**config.mk**
```make
export PLATFORM = sky130hd
export DESIGN_NAME = pipeio_responder
export DESIGN_NICKNAME = d
export VERILOG_FILES = /design/src/rtl/pipeio_pkg.sv /design/src/rtl/pipeio_sync2.sv /design/src/rtl/pipeio_responder.sv
export SDC_FILE = /design/constraint.sdc
export NUM_CORES = 1
export LEC_CHECK = 0
export ABC_AREA = 1
export BUFFER_PORTS_ARGS = -buffer_cell sky130_fd_sc_hd__buf_2
export CAP_MARGIN = 20
export CORE_ASPECT_RATIO = 0.9
export CORE_UTILIZATION = 56
export DETAILED_ROUTE_END_ITERATION = 8
export PLACE_DENSITY = 0.89
export SYNTH_ARGS = -nofsm -noshare
export SYNTH_HDL_FRONTEND = slang
export SYNTH_SLANG_ARGS = --single-unit
```
**constraint.sdc**
```tcl
create_clock -name clock -period 2.3 [get_ports clock]
set_clock_uncertainty 0.1 [all_clocks]
set_input_delay 0.46 -clock clock [delete_from_list [all_inputs] [get_ports clock]]
set_output_delay 0.46 -clock clock [all_outputs]
set_load 0.01 [all_outputs]
```
**src/rtl/pipeio_pkg.sv**
```systemverilog
// Shared definitions for the memory-mapped I/O responder: register offsets,
// handshake state encoding and STATUS bit positions.
package pipeio_pkg;

  localparam int unsigned PORT_W = 32;

  typedef enum logic [1:0] {
    IDLE = 2'd0,
    WAIT = 2'd1,
    RESP = 2'd2
  } state_e;

  localparam logic [7:0] OFF_OUT0   = 8'h00;
  localparam logic [7:0] OFF_OUT1   = 8'h04;
  localparam logic [7:0] OFF_OUT2   = 8'h08;
  localparam logic [7:0] OFF_IN0    = 8'h10;
  localparam logic [7:0] OFF_IN1    = 8'h14;
  localparam logic [7:0] OFF_STATUS = 8'h18;
  localparam logic [7:0] OFF_CYCLE  = 8'h1C;

  localparam int STAT_IN0 = 0;
  localparam int STAT_IN1 = 1;

endpackage

```
**src/rtl/pipeio_sync2.sv**
```systemverilog
// Two-flop synchroniser for an asynchronous input word, with a one-cycle
// pulse whenever the synchronised value differs from the previous cycle.
module pipeio_sync2
  import pipeio_pkg::*;
(
  input  logic              clock,
  input  logic              reset,
  input  logic [PORT_W-1:0] async_i,
  output logic [PORT_W-1:0] sync_o,
  output logic              change_o
);

  logic [PORT_W-1:0] meta_q;
  logic [PORT_W-1:0] sync_q;
  logic [PORT_W-1:0] prev_q;

  always_ff @(posedge clock) begin
    if (reset) begin
      meta_q <= '0;
      sync_q <= '0;
      prev_q <= '0;
    end else begin
      meta_q <= async_i;
      sync_q <= meta_q;
      prev_q <= sync_q;
    end
  end

  assign sync_o   = sync_q;
  assign change_o = |(sync_q ^ prev_q);

endmodule

```
**src/rtl/pipeio_responder.sv**
```systemverilog
// I/O window responder for the MEM stage: output port registers, synchronised
// input ports with change flags, a free-running cycle counter, and a
// valid/ready request channel answered by a one-cycle response pulse.
module pipeio_responder
  import pipeio_pkg::*;
#(
  parameter logic [31:0] IO_BASE     = 32'h0000_FF00,
  parameter int unsigned WAIT_CYCLES = 1
) (
  input  logic        clock,
  input  logic        reset,
  input  logic        req_valid,
  input  logic        req_write,
  input  logic [31:0] req_addr,
  input  logic [31:0] req_wdata,
  output logic        req_ready,
  output logic        rsp_valid,
  output logic [31:0] rsp_rdata,
  output logic        rsp_err,
  output logic        io_out,
  input  logic [31:0] in_port0,
  input  logic [31:0] in_port1,
  output logic [31:0] out_port0,
  output logic [31:0] out_port1,
  output logic [31:0] out_port2
);

  localparam logic [3:0] WAIT_LOAD = (WAIT_CYCLES == 0) ? 4'd0 : 4'(WAIT_CYCLES - 1);

  state_e      state_q, state_d;
  logic [3:0]  wait_q, wait_d;

  logic [31:0] out0_q, out0_d;
  logic [31:0] out1_q, out1_d;
  logic [31:0] out2_q, out2_d;
  logic [31:0] cycle_q, cycle_d;
  logic [1:0]  flag_q, flag_d;
  logic [31:0] rdata_q, rdata_d;
  logic        err_q, err_d;
  logic        hit_q, hit_d;

  logic [31:0] in0_sync, in1_sync;
  logic        in0_chg, in1_chg;

  logic        accept;
  logic        win_hit;
  logic        map_hit;
  logic        wr_en;
  logic [7:0]  off;
  logic [31:0] rd_val;
  logic [1:0]  chg_vec;
  logic [1:0]  w1c_vec;
  logic        unused_addr_bits;

  pipeio_sync2 u_sync_in0 (
    .clock    (clock),
    .reset    (reset),
    .async_i  (in_port0),
    .sync_o   (in0_sync),
    .change_o (in0_chg)
  );

  pipeio_sync2 u_sync_in1 (
    .clock    (clock),
    .reset    (reset),
    .async_i  (in_port1),
    .sync_o   (in1_sync),
    .change_o (in1_chg)
  );

  assign unused_addr_bits = ^req_addr[1:0];

  assign accept  = req_valid && req_ready;
  assign win_hit = (req_addr[31:8] == IO_BASE[31:8]);
  assign off     = {req_addr[7:2], 2'b00};
  assign wr_en   = accept && req_write && map_hit;

  always_comb begin
    map_hit = win_hit;
    rd_val  = '0;
    case (off)
      OFF_OUT0:   rd_val = out0_q;
      OFF_OUT1:   rd_val = out1_q;
      OFF_OUT2:   rd_val = out2_q;
      OFF_IN0:    rd_val = in0_sync;
      OFF_IN1:    rd_val = in1_sync;
      OFF_STATUS: rd_val = {30'd0, flag_q};
      OFF_CYCLE:  rd_val = cycle_q;
      default:    map_hit = 1'b0;
    endcase
  end

  // Side effects and the response payload are all captured at the accept edge.
  always_comb begin
    chg_vec           = '0;
    chg_vec[STAT_IN0] = in0_chg;
    chg_vec[STAT_IN1] = in1_chg;
    w1c_vec           = (wr_en && off == OFF_STATUS) ? req_wdata[1:0] : 2'b00;

    out0_d  = (wr_en && off == OFF_OUT0) ? req_wdata : out0_q;
    out1_d  = (wr_en && off == OFF_OUT1) ? req_wdata : out1_q;
    out2_d  = (wr_en && off == OFF_OUT2) ? req_wdata : out2_q;
    cycle_d = (wr_en && off == OFF_CYCLE) ? 32'd0 : cycle_q + 32'd1;
    flag_d  = (flag_q & ~w1c_vec) | chg_vec;

    rdata_d = rdata_q;
    err_d   = err_q;
    hit_d   = hit_q;
    if (accept) begin
      rdata_d = (req_write || !map_hit) ? 32'd0 : rd_val;
      err_d   = !map_hit;
      hit_d   = map_hit;
    end
  end

  always_ff @(posedge clock) begin
    if (reset) begin
      out0_q  <= '0;
      out1_q  <= '0;
      out2_q  <= '0;
      cycle_q <= '0;
      flag_q  <= '0;
      rdata_q <= '0;
      err_q   <= 1'b0;
      hit_q   <= 1'b0;
    end else begin
      out0_q  <= out0_d;
      out1_q  <= out1_d;
      out2_q  <= out2_d;
      cycle_q <= cycle_d;
      flag_q  <= flag_d;
      rdata_q <= rdata_d;
      err_q   <= err_d;
      hit_q   <= hit_d;
    end
  end

  always_ff @(posedge clock) begin
    if (reset) begin
      state_q <= IDLE;
      wait_q  <= '0;
    end else begin
      state_q <= state_d;
      wait_q  <= wait_d;
    end
  end

  always_comb begin
    state_d = state_q;
    wait_d  = wait_q;
    case (state_q)
      IDLE: begin
        if (accept) begin
          state_d = (WAIT_CYCLES == 0) ? RESP : WAIT;
          wait_d  = WAIT_LOAD;
        end
      end
      WAIT: begin
        if (wait_q == 4'd0) state_d = RESP;
        else                wait_d  = wait_q - 4'd1;
      end
      RESP:    state_d = IDLE;
      default: state_d = IDLE;
    endcase
  end

  // Response fields are forced to zero outside the response pulse.
  always_comb begin
    req_ready = (state_q == IDLE) && !reset;
    rsp_valid = (state_q == RESP);
    rsp_rdata = rsp_valid ? rdata_q : 32'd0;
    rsp_err   = rsp_valid && err_q;
    io_out    = rsp_valid && hit_q;
  end

  assign out_port0 = out0_q;
  assign out_port1 = out1_q;
  assign out_port2 = out2_q;

endmodule

```
=== After elaboration in Yosys (flattened, before gate mapping) ===
Cells that the tools add are included.

* Flip-flop bits (word level): 362
* Input bits: 132
* Output and inout bits: 132
* Logic and storage cells: 70

* Add/sub/neg operators: 2
* Equality and inequality tests: 12
* Mux-type cells: 11
* Bitwise logic cells: 5
* Reductions and logical operators: 24

{| class="wikitable"
|+ Operator list
! cell !! count
|-
| 32-bit one-hot mux with 7 select lines || 1
|-
| 32-bit two-way mux || 2
|-
| 32-bit OR reduction || 2
|-
| 32-bit bitwise XOR || 2
|-
| 32-bit by 1-bit adder with 32-bit output (second input constant) || 1
|-
| 24-bit by 8-bit == test with 1-bit output (second input constant) || 1
|-
| 6-bit by 3-bit == test with 1-bit output (second input constant) || 4
|-
| 1-bit logical AND || 11
|-
| 8-bit zero test || 1
|-
| 4-bit two-way mux || 2
|-
| 4-bit one-hot mux with 2 select lines || 1
|-
| 7-bit OR reduction || 1
|-
| 6-bit by 1-bit == test with 1-bit output (second input constant) || 1
|-
| 6-bit by 2-bit == test with 1-bit output (second input constant) || 1
|-
| 2-bit two-way mux || 3
|-
| 2-bit inequality test (second input constant) || 3
|-
| 4-bit zero test || 1
|-
| 2-bit one-hot mux with 2 select lines || 1
|-
| 4-bit by 1-bit subtractor with 4-bit output (second input constant) || 1
|-
| 3-bit AND reduction || 1
|-
| 2-bit bitwise AND || 1
|-
| 2-bit by 1-bit == test with 1-bit output (second input constant) || 1
|-
| 2-bit == test (second input constant) || 1
|-
| 1-bit zero test || 2
|-
| 8 further kinds || 8
|}

=== Depth between registers and ports, before layout ===
Gate-level depths: netlist of the first run.

* Depth in word-level cells: 10
* Gate-level depth with buffers: 11
* Mapped depth without buffers: 10

=== By module ===
Synthesis of the first run repeated with hierarchy kept, for this count alone.

* Cell total of the unflattened synthesis: 2158
* Area total of the unflattened synthesis: 15152.0 um2

{| class="wikitable"
|+ Modules (own cells, without submodules)
! module !! instances !! cells each !! area each (um2) !! seq. area each (um2)
|-
| pipeio_responder || 1 || 1398 || 8655.8 || 3403.3
|-
| pipeio_sync2 || 2 || 380 || 3248.1 || 1921.8
|}

=== Least setup slack after synthesis of the first run ===
No wires, ideal clock.

* Path kind: input-to-reg
* Start point: input port reset
* End point: register out0_q[0], in the netlist out_port0[0]
* Arrival time: 1.608 ns
* Data required time: 2.081 ns
* Path slack: 0.473 ns
* Stages: 10
* Cells stage by stage: buf_6 > inv_4 > nand2_2 > nor2_4 > nand3_4 > nor2_8 > nand3_4 > inv_2 > buf_2 > a21oi_1

* Cells in the longest elaborated chain, start to end: 6

{| class="wikitable"
|+ Ends and longest elaborated chain
! what !! line !! text
|-
| start: declaration || pipeio_responder.sv:11 || <nowiki>input logic reset,</nowiki>
|-
| 1-bit zero test || pipeio_responder.sv:169 || <nowiki>req_ready = (state_q == IDLE) && !reset;</nowiki>
|-
| 1-bit logical AND || pipeio_responder.sv:169 ||
|-
| 1-bit logical AND || pipeio_responder.sv:73 || <nowiki>assign accept = req_valid && req_ready;</nowiki>
|-
| 1-bit logical AND (2 in a row) || pipeio_responder.sv:76 || <nowiki>assign wr_en = accept && req_write && map_hit;</nowiki>
|-
| 1-bit logical AND || pipeio_responder.sv:100 || <nowiki>out0_d = (wr_en && off == OFF_OUT0) ? req_wdata : out0_q;</nowiki>
|-
| end signal: assignment || pipeio_responder.sv:127 || <nowiki>out0_q <= out0_d;</nowiki>
|-
| end: declaration || pipeio_responder.sv:33 || <nowiki>logic [31:0] out0_q, out0_d;</nowiki>
|}

Several ways; a longest one is shown, not always the timed one.
A chain may end at the register's enable or synchronous reset.

=== Final worst setup path of the first run ===
* Start point: register state_q[1]
* End point: output port rsp_rdata[4]

* Cells in the longest elaborated chain, start to end: 2

{| class="wikitable"
|+ Ends and longest elaborated chain
! what !! line !! text
|-
| start: declaration || pipeio_responder.sv:30 || <nowiki>state_e state_q, state_d;</nowiki>
|-
| start signal: assignment || pipeio_responder.sv:143 || <nowiki>state_q <= state_d;</nowiki>
|-
| 2-bit == test || pipeio_responder.sv:170 || <nowiki>rsp_valid = (state_q == RESP);</nowiki>
|-
| 32-bit two-way mux || pipeio_responder.sv:171 || <nowiki>rsp_rdata = rsp_valid ? rdata_q : 32'd0;</nowiki>
|-
| end: declaration || pipeio_responder.sv:18 || <nowiki>output logic [31:0] rsp_rdata,</nowiki>
|}

Every way passes these cells.

==> flow_summary.toml, run 1 <==
[clocking]
cts-root-buf = "clkbuf_16"
clk_path_buf_depth = 3
clk_latency_ns = 0.53
cts_htree_levels = 2
cts_tree = "built"
hold_buffers = 0
clock-sinks = 362
clk_pin_slew_worst_paths_ns = 0.07
cts_buffers = 36
post_cts_buffers = 0

[power]
leakage_nw = 8.55
ir_drop_v = 0.000879
p_per_area_mw_per_mm2 = 739

[hold_path]
hp-class = "input port to flip-flop"
hold_end = "u_sync_in1.meta_q[17]"
hp-start = "in_port1[17]"
min_path_cells = 3

[synth]
synth_cells = 1999
yosysTopAreaCellShare_pct = 49.8
yosysWarnings = 0
synth_top_family_by_area = "simple AND/OR/NAND/NOR gates"
synth.area.mux_share_pct = 0
ys_seq_area_share_pct = 49.8
synth_area_leader_cell = "dfxtp_1"
synth_seq_cells = 362
postSynthAreaPerCell_um2 = 7.28
yosys-top-cells-area = "dfxtp_1, inv_1, nand2_1, nor2_1, a21oi_1"
synth-compound-area-share_pct = 8.77
synth_fa_ha_area_share_pct = 0.172
post_synth_instance_area_mm2 = 0.0146
syn_nets = 2133
synth_cell_types = 35
yosys.area_share.xor_xnor_pct = 4.09
synth-simple-area-share_pct = 23.5

[sta]
drv_slew = 0
hold_viol_final = 0
finalSetupTns_ns = 0
rsz0062_at_grt = "false"
fin_crit_sh_pct = 94.6
worst_slew_pin_slew_ns = 0.964
finalSetupViolations = 0
slew_headroom_pct = 35.8
max_freq_mhz = 459
setup_slack_ns = 0.123
period_minus_slack_ns = 2.18

[placed_design]
place_congestion = 0.949
placed_cells = 2576
port_buffers = 261
place_ws_ns = 0.0247
hpwl_um = 31400

[critical_path]
crit_path_end_kind = "output pin"
reg2regPathDepth = 10
worstSetupPathType = "flip-flop to output pin"
cp.arrival_ns = 1.62
worstReg2RegEnd = "out_port1[27]"
required_ns = 1.74
worstReg2RegStart = "state_q[0]"
start_kind = "flip-flop"
worstPathMaxFanout = 17
reg2reg_slack_ns = 0.37

[drt]
vias_per_cell = 5.24
ant_nets = 0
drt-initial-drc-count = 1764
drt-total-wl_um = 43500
wire_per_inst_um = 16.5
dr_total_vias = 13800
drc = 0
firstDrtPassIters = 7

[floorplan]
fp.dieH_um = 155
dieWidth_um = 172
die_area_mm2 = 0.0266
start_util_pct = 57.5
top_level_ports = 264
core_mm2 = 0.0253
std_cell_rows = 55

[final_layout]
final_common_cell = "inv_1"
final_nets = 2407
final_cell_mix = "inv_1, nand2_1, dfxtp_1"
fin_cells = 2643
multi_input_area_mm2 = 0.00536
nFillCells = 2041
drive_above_1_share_pct = 17.7
regArea_mm2 = 0.00725
area_growth_pct = 21.9

[global_routing]
grt_pass1_wl_um = 67100
grt_max_degree = 100
overflow = 0
grt_pass1_vias = 13200
track_usage_pct = 32.4
antenna_found_initial = 4

[status]
status = "finished, final reports clean"

[run]
maxCapViolations = 0
## cell type report
cell class              count  area share (%)
diodes                      3          0.0423
clock buffers              53            6.12
clock inverters            10           0.655
inverters                 431            9.13
multi-input cells        1131            30.2
flip-flops and latches    362            40.8
well taps                 342            2.41
repair buffers            311            10.7
## state kept, by name, indices dropped and copies added, names as in the netlist
register / flops
cycle_q: 32
err_q: 1
flag_q: 2
hit_q: 1
out_port0: 32
out_port1: 32
out_port2: 32
rdata_q: 32
state_q: 2
u_sync_in0.meta_q: 32
u_sync_in0.prev_q: 32
u_sync_in0.sync_o: 32
u_sync_in1.meta_q: 32
u_sync_in1.prev_q: 32
u_sync_in1.sync_o: 32
wait_q: 4
## per-stage QoR
stage | cell area [um^2] | utilization, % | power (mW) | hold WS, ns
floorplan | 14600 | - | 7.01 | 0.288
finish | 17800 | 70.1 | 13.1 | 0.0310
CTS | 17700 | 69.8 | 13.1 | 0.0258
global route | 17700 | 70.1 | 13.5 | 0.0188
detailed placement | 16500 | 65.0 | 7.28 | 0.292
global placement | 16500 | 65.0 | 7.25 | 0.289
## cell families after synthesis
| group | count (synthesis) |
|---|---|
| and+or+nand+nor | 831 |
| DFF | 362 |
| adders and majority gates | 2 |
| buffers and inverters | 506 |
| xor gates and xnor gates | 68 |
| AOI/OAI and AO/OA | 230 |
## worst max-delay path, cell delays in order, from the launching register on
cell and delay, ns:
dfxtp_1 0.33, inv_1 0.06, nor2_2 0.12, inv_2 0.08
buf_12 0.16, nor2_4 0.18, buf_2 0.16
## routing by layer
| metal | wire, um | track usage (%) | up-vias |
|---|---|---|---|
| met3 | 4480 | 5.52 | 178 |
| met2 | 19600 | 51.7 | 874 |
| met1 | 17100 | 41.9 | 6253 |
| met5 | 0 | 0 | - |
| li1 | - | - | 6536 |
| met4 | 2430 | 17.5 | 0 |
## worst max-delay path by stage
| stage | startpoint | endpoint | depth (start not counted) |
|---|---|---|---|
| global placement | req_addr[7] | out_port2[10] | 11 |
| detailed placement | req_addr[7] | out_port1[27] | 11 |
| finish | state_q[1] | rsp_rdata[4] | 6 |
| floorplan | reset | out_port0[0] | 10 |
| CTS | state_q[1] | rsp_rdata[9] | 6 |
| global route | state_q[1] | rsp_rdata[4] | 6 |
## synthesized netlist by cell type
cell	count
inv_1	424
nand2_1	399
dfxtp_1	362
nor2_1	327
a21oi_1	135
xnor2_1	46
clkbuf_1	43
o21ai_0	36
o22ai_1	36
nor3_1	31
nand4_1	30
xor2_1	22
nand3_1	17
o221ai_1	17
buf_2	15
buf_6	10
buf_1	7
or2_2	5
inv_2	4
nand3_4	4
nor2_2	4
a22oi_1	3
nand3_2	3
nand3b_1	3
clkinv_1	2
ha_1	2
nand2_2	2
nor2_4	2
nor3b_1	2
a211oi_1	1
inv_4	1
nor2_8	1
nor3_4	1
o211a_1	1
o211ai_1	1
## repair_timing
action / in CTS / in global routing
cloned: 0 / 1
pin swaps: 0 / 1
endpoints found under the setup margin: 15 / 29
resized for setup: 5 / 13
hold endpoints to repair: 0 / 0
## where the power goes
part	switching, mW	internal [mW]	total [mW]
Sequential	0.0871	6.42	6.51
Combinational	0.402	0.252	0.654
Clock	2.44	3.51	5.95
Total	2.93	10.2	13.1
Note: power is estimated with default switching activity, not from simulation.
==> run 2, diff against run 1 <==
CORE_UTILIZATION = 58   (was 56)
CTS_BUF_LIST = sky130_fd_sc_hd__clkbuf_4   (was default)
PLACE_DENSITY = 0.92   (was 0.89)
==> flow_summary.toml, run 2 (synthesized netlist as in run 1, its figures left out) <==
[floorplan]
die_area_mm2 = 0.0257
start_util_pct = 59.5
std_cell_rows = 54
core_mm2 = 0.0245
dieWidth_um = 169
fp.dieH_um = 152
top_level_ports = 264

[power]
pwr-share-clk_pct = 42.7
p_per_area_mw_per_mm2 = 682
ir_drop_v = 0.000538
sw_frac_of_total_pct = 24.8
leakage_nw = 9.06
combPwrFrac_pct = 6.5
p_sw_mw = 3.18
internal_power_mw = 9.63
seq_power_share_pct = 50.8
power_mw = 12.8

[drt]
ant_nets = 0
drt-total-wl_um = 49900
vias_per_cell = 5.39
wire_per_inst_um = 17.7
drt-initial-drc-count = 1960
dr_total_vias = 15200
drc = 0
firstDrtPassIters = 6

[sta]
finalSetupViolations = 0
fin_crit_sh_pct = 99.9
drv_slew = 0
slew_headroom_pct = 28.0
rsz0062_at_grt = "true"
hold_viol_final = 0
worst_slew_pin_slew_ns = 1.08
period_minus_slack_ns = 2.30
max_freq_mhz = 435

[placed_design]
place_area_mm2 = 0.0164
hpwl_um = 30800
place_congestion = 0.951
port_buffers = 261

[final_layout]
drive_above_1_share_pct = 20.8
area_growth_pct = 28.9
final_common_cell = "inv_1"
final_nets = 2554
final_cell_mix = "inv_1, nand2_1, dfxtp_1"
stdcell_area_mm2 = 0.0188

[global_routing]
track_usage_pct = 38.2
grt_pass1_vias = 15100
antenna_found_initial = 4
grt_max_degree = 126
grt_pass1_wl_um = 76800
overflow = 0

[clocking]
clk_latency_ns = 0.74
clk_path_buf_depth = 3
cts-root-buf = "clkbuf_4"
clock-sinks = 362
cts_htree_levels = 3
clk_pin_slew_worst_paths_ns = 0.07
cts_tree = "built"
cts_buffers = 88

[run]
maxCapViolations = 0

[hold_path]
hp-class = "input port to flip-flop"

[critical_path]
start_kind = "flip-flop"
worstSetupPathType = "flip-flop to output pin"
worstPathMaxFanout = 7
crit_path_end_kind = "output pin"
cp.arrival_ns = 1.74
required_ns = 1.74

[status]
status = "finished, final reports clean"
[run 2: critical path, stage by stage (launching register included)]
cell and delay (ns):
dfxtp_2 0.33, inv_2 0.05, nor2_4 0.11, inv_4 0.08
buf_12 0.15, nor2_4 0.20, buf_6 0.13
[run 2: cell type report]
cell class	count	area [um^2]
Timing Repair Buffer	406	2860
Fill cell	1586	5700
Antenna cell	4	10.0
Inverter	431	1620
Clock inverter	18	115
Clock buffer	138	1040
Tap cell	336	420
Sequential cell	362	7250
Multi-Input combinational cell	1131	5450
[run 2: layer usage]
layer,GRT usage [%],part of all wire [%],up-vias
li1,-,-,6890
met1,44.4,36,6882
met3,9.06,11,310
met4,26.5,7.3,0
met5,0,0,-
met2,62.3,46,1148
[run 2: power by group through the flow]
stage	clock [mW]	combinational, mW	sequential (mW)
after floorplan	0	0.393	6.62
after global placement	0	0.615	6.63
after detailed placement	0	0.640	6.64
after CTS	5.43	0.780	6.50
after global routing	5.84	0.898	6.52
final	5.47	0.831	6.51
[run 2: final timing paths]
path,startpoint,slack [ns],cells after the start,to
worst max-delay path,state_q[1],0.002,6,rsp_rdata[12]
worst min-delay path,req_valid,0.14,5,err_q
worst max register to register,state_q[0],0.23,10,out_port1[13]
worst min register to register,u_sync_in1.meta_q[24],0.28,2,u_sync_in1.sync_o[24]
[run 2: repair_timing]
item                                    4_1_cts  5_1_grt
setup buffers                                 1        1
resized for setup                            28       27
pin swaps                                     1        4
gates cloned                                  0        2
endpoints found under the hold margin       162        0
endpoints found under the setup margin       34       34
hold buffers                                 96        0
[run 2: per-stage QoR]
stage | TNS, ns | setup slack (ns) | instances | util [%] | hold WS, ns
finish | 0 | 0.00187 | 2826 | 76.7 | 0.136
global route | -0.765 | -0.101 | 2826 | 76.7 | 0.149
CTS | -0.709 | -0.0464 | 2819 | 76.0 | 0.0799
detailed placement | -0.149 | -0.0426 | 2566 | 67.0 | 0.293
global placement | 0 | 0.0783 | 2566 | 67.0 | 0.290
floorplan | 0 | 0.473 | 1999 | - | 0.288
